File: src/rtl/multdiv_pkg.sv
// Shared types and constants for the multiply/divide sequencer.
package multdiv_pkg;

  typedef enum logic [1:0] {
    IDLE,
    BUSY,
    DONE
  } md_state_e;

  localparam logic [4:0]  OPC_RTYPE   = 5'b00000;
  localparam logic [4:0]  ALU_MUL     = 5'b00110;
  localparam logic [4:0]  ALU_DIV     = 5'b00111;
  localparam logic [4:0]  RSTATUS_REG = 5'd30;
  localparam logic [31:0] EXC_MUL     = 32'd4;
  localparam logic [31:0] EXC_DIV     = 32'd5;

endpackage

File: src/rtl/md_decode.sv
// Combinational decode of R-type mul/div from the execute-stage word.
module md_decode
  import multdiv_pkg::*;
(
  input  logic [31:0] q_imem,
  input  logic        valid,
  output logic        is_mul,
  output logic        is_div,
  output logic [4:0]  rd
);

  logic [4:0] opcode;
  logic [4:0] alu_op;
  logic       rtype;
  logic       unused_bits;

  assign opcode = q_imem[31:27];
  assign rd     = q_imem[26:22];
  assign alu_op = q_imem[6:2];
  assign rtype  = valid & (opcode == OPC_RTYPE);

  assign is_mul = rtype & (alu_op == ALU_MUL);
  assign is_div = rtype & (alu_op == ALU_DIV);

  assign unused_bits = ^{q_imem[21:7], q_imem[1:0]};

endmodule

File: src/rtl/multdiv_seq_ctrl.sv
// Multiply/divide issue, stall and writeback sequencer.
// Define MULTDIV_TIMEOUT_EN to force an exception after TIMEOUT_CYCLES.
module multdiv_seq_ctrl
  import multdiv_pkg::*;
#(
  parameter int TIMEOUT_CYCLES = 40,
  parameter int CNT_W          = 6
) (
  input  logic        clock,
  input  logic        reset_n,
  input  logic [31:0] q_imem,
  input  logic        valid,
  input  logic        md_ready,
  input  logic        md_exception,
  input  logic [31:0] md_result,
  output logic        ctrl_mult,
  output logic        ctrl_div,
  output logic        stall,
  output logic        busy,
  output logic        wb_we,
  output logic [4:0]  wb_reg,
  output logic [31:0] wb_data
);

  md_state_e  state;
  logic       is_mul;
  logic       is_div;
  logic       is_md;
  logic [4:0] dec_rd;
  logic [4:0] rd_q;
  logic       op_div_q;
  logic       accept;
  logic       tmo;

  md_decode u_decode (
    .q_imem (q_imem),
    .valid  (valid),
    .is_mul (is_mul),
    .is_div (is_div),
    .rd     (dec_rd)
  );

  assign is_md = is_mul | is_div;
  assign stall = ((state == IDLE) & is_md)
               | (state == BUSY);
  assign busy  = (state != IDLE);

  // The start-pulse cycle is the first BUSY cycle; ready is ignored there.
  assign accept = md_ready & ~(ctrl_mult | ctrl_div);

`ifdef MULTDIV_TIMEOUT_EN
  logic [CNT_W-1:0] cnt;

  always_ff @(posedge clock) begin
    if (!reset_n) begin
      cnt <= '0;
    end else if (state != BUSY) begin
      cnt <= '0;
    end else if (cnt != '1) begin
      cnt <= cnt + 1'b1;
    end
  end

  assign tmo = (state == BUSY)
             & (cnt == CNT_W'(TIMEOUT_CYCLES - 1));
`else
  logic unused_cfg;

  assign tmo = 1'b0;
  assign unused_cfg = ^{TIMEOUT_CYCLES[0], CNT_W[0]};
`endif

  always_ff @(posedge clock) begin
    if (!reset_n) begin
      state     <= IDLE;
      ctrl_mult <= 1'b0;
      ctrl_div  <= 1'b0;
      wb_we     <= 1'b0;
      wb_reg    <= '0;
      wb_data   <= '0;
      rd_q      <= '0;
      op_div_q  <= 1'b0;
    end else begin
      ctrl_mult <= 1'b0;
      ctrl_div  <= 1'b0;
      wb_we     <= 1'b0;
      unique case (state)
        IDLE: begin
          if (is_md) begin
            rd_q      <= dec_rd;
            op_div_q  <= is_div;
            ctrl_mult <= is_mul;
            ctrl_div  <= is_div;
            state     <= BUSY;
          end
        end
        BUSY: begin
          if (accept & ~md_exception) begin
            wb_we   <= (rd_q != 5'd0);
            wb_reg  <= rd_q;
            wb_data <= md_result;
            state   <= DONE;
          end else if (accept | tmo) begin
            wb_we   <= 1'b1;
            wb_reg  <= RSTATUS_REG;
            wb_data <= op_div_q ? EXC_DIV : EXC_MUL;
            state   <= DONE;
          end
        end
        DONE: begin
          state <= IDLE;
        end
        default: begin
          state <= IDLE;
        end
      endcase
    end
  end

endmodule

File: config.mk
export PLATFORM = sky130hd
export DESIGN_NAME = multdiv_seq_ctrl
export DESIGN_NICKNAME = d
export VERILOG_FILES = /design/src/rtl/multdiv_pkg.sv /design/src/rtl/md_decode.sv /design/src/rtl/multdiv_seq_ctrl.sv
export SDC_FILE = /design/constraint.sdc
export NUM_CORES = 1
export LEC_CHECK = 0
export BUFFER_PORTS_ARGS = -buffer_cell sky130_fd_sc_hd__buf_2
export CORE_UTILIZATION = 48
export CTS_CLUSTER_SIZE = 24
export DETAILED_ROUTE_END_ITERATION = 12
export PLACE_DENSITY = 0.94
export REMOVE_ABC_BUFFERS = 1
export SLEW_MARGIN = 20
export SYNTH_ARGS = -nofsm -noshare
export SYNTH_HDL_FRONTEND = slang
export SYNTH_SLANG_ARGS = --single-unit
File: constraint.sdc
create_clock -name clock -period 2.5 [get_ports clock]
set_input_delay 0.25 -clock clock [delete_from_list [all_inputs] [get_ports clock]]
set_output_delay 0.25 -clock clock [all_outputs]
set_load 0.05 [all_outputs]
==> flow_summary.toml <==
[drt]
drtIter0Drc = 128
drc = 0
vias = 1970
finalWirelength_um = 5247
drt-wirelength-per-cell_um = 15.08
ant_nets = 0
dr.pass1.iters = 4
vias_per_cell = 5.661

[floorplan]
core_area_sq_um = 4086
die_w_um = 67.72
rows = 23
initial_utilization_pct = 50.73
fp.dieH_um = 67.72
ios = 111
dieArea_sq_um = 4586

[timing]
fmax_mhz = 514.4
rsz0062_at_grt = "false"
finClkSkew_ns = 0.003472
max-slew-margin-rel_pct = 60.78
finalCritPeriodShare_pct = 77.76
slew_violations = 0
setup_viol = 0
min_period_ns = 1.944
hold-worst-slack_ns = 0.1879
tightest_slew_ns = 0.5883
finalHoldViolCount = 0

[global_route]
grt_first_pass_wirelength_um = 7955
grt_max_degree = 39
grt_pass1_vias = 1761
antenna_found_initial = 0
grt_overflow = 0
grt_util_all_layers_pct = 23.21

[clock_network]
cts_root_buf = "clkbuf_8"
cts_tree = "yes"
cts.path.max_buffers = 2
post_cts_buffers = 0
cts.clk_slew.worst_paths_ns = 0.08
cts_resized = 0
clk_latency_ns = 0.29
htree_levels = 2
cts_hold_buf = 0
cts_inserted_buffers = 5
cts_sinks = 48

[final_layout]
finalNonFillerCells = 348
syn_to_final_growth_pct = 28.00
layout-drive-gt1-share_pct = 38.26
antenna_cells = 0
utilization_pct = 64.94
largest_register_ffs = 32
fin_nets = 366

[worst_hold_path]
hp-class = "in2reg"

[setup_path]
crit_required_ns = 2.25
end_kind = "output pin"
slowest_stage = "or4_4"
cp-start-kind = "flip-flop"
cp_slowest_stage_delay_ns = 0.56
critPathArrivalTime_ns = 1.69
worstPathCellList = "or4_4 > nor3_4 > nand2b_1 > buf_2"
crit_fanout = 4
critical_path_class = "reg2out"

[synthesis]
synth_cell_type_count = 28
syn_area_sq_um = 2073
ys_seq_elements = 48
syn-instance-count = 214
synthTopCellsByCount = "dfxtp_1, nand4b_1, o21ai_0"
yosysMostFrequentCell = "dfxtp_1"
yosysWarnings = 0
yosysSeqAreaShare_pct = 46.35
yosys_most_used_dff = "dfxtp_1"
synth_top_area_share_pct = 46.35
netlist_top_cells_area = "dfxtp_1, nand4b_1, a21boi_0"
async_flop_share_pct = 0
synth.avg_cell_area_sq_um = 9.688
yosys.area.top_type = "dfxtp_1"
synth_edf_count = 0

[job]
cap_violations = 0

[power]
power.density_nw_per_um2 = 502.2
leakagePower_nw = 1.199
ir_drop_v = 0.0003673

[place]
placement.io_buffers = 93
hpwl_um = 3397
place_inst = 340
gp_congestion = 0.6819

[status]
status = "complete, no violations"
==> placed cells by master (no fill, tap or decap), types with 2 or more instances in the layout <==
cell	instances
a21boi_0	27
a21boi_1	4
a21o_1	4
buf_2	93
buf_4	6
clkbuf_8	6
clkinv_2	2
dfxtp_1	48
mux2i_1	6
nand2_1	13
nand2b_1	2
nand4b_1	32
nor2_1	2
o211a_1	2
o21ai_0	31
o311a_1	4
or4_1	2
or4_4	2
==> area by class of cell <==
cell class	count	area (sq um)
tap	50	62.56
multi-input combinational	143	1027
clock buffer	6	82.58
fill	344	1433
timing repair buffer	99	510.5
clock inverter	2	10.01
sequential	48	960.9
==> report_power, final <==
| part | switching (mW) | internal [mW] | total [mW] | leakage, nW |
|---|---|---|---|---|
| clock network | 0.246 | 0.221 | 0.467 | 0.0510 |
| logic | 0.0518 | 0.0503 | 0.102 | 0.762 |
| registers | 0.000131 | 0.764 | 0.764 | 0.386 |
==> metrics by stage <==
| step | power (mW) | setup TNS (ns) | setup slack, ns | cell area [sq um] |
|---|---|---|---|---|
| after detailed placement | 0.8839 | 0 | 0.7250 | 2561 |
| after global placement | 0.8813 | 0 | 0.7403 | 2561 |
| final | 1.333 | 0 | 0.5560 | 2654 |
| after CTS | 1.343 | 0 | 0.5439 | 2654 |
| after global routing | 1.399 | 0 | 0.4701 | 2654 |
| after floorplan | 0.8157 | -24.10 | -0.9715 | 1981 |
==> path summary, 6_finish.rpt <==
kind                   from        end  slack (ns)  cells after the start
hold reg to reg    op_div_q   op_div_q        0.47                      2
hold / removal    q_imem[2]   ctrl_div        0.19                      3
setup / recovery   state[0]      stall        0.56                      4
setup reg to reg   ctrl_div  wb_reg[3]        0.71                      3
==> metal layers <==
metal  up-vias  track usage [%]  wire length (um)
li1        961                -                 -
met5         -                0                 0
met1       928            27.11              2310
met4         0            8.245                65
met3         8            7.601               332
met2        73            39.23              2539
==> kinds of logic (layout without fill, tap and decap cells) <==
kind of cell,count (synthesis),count (layout),share of synthesized area [%]
AND/OR/NAND/NOR,62,62,22.09
buffers and inverters,23,107,4.465
flip-flops,48,48,46.35
multiplexers,6,6,2.897
AO/OA/AOI/OAI,75,75,24.20
==> critical path: cells and delay by family (launching register included) <==
kind          cells  cell delay [ns]
buf+inv           1             0.25
flops             1             0.34
simple gates      3             0.81
No activity file was read; power rests on OpenSTA's default activity.
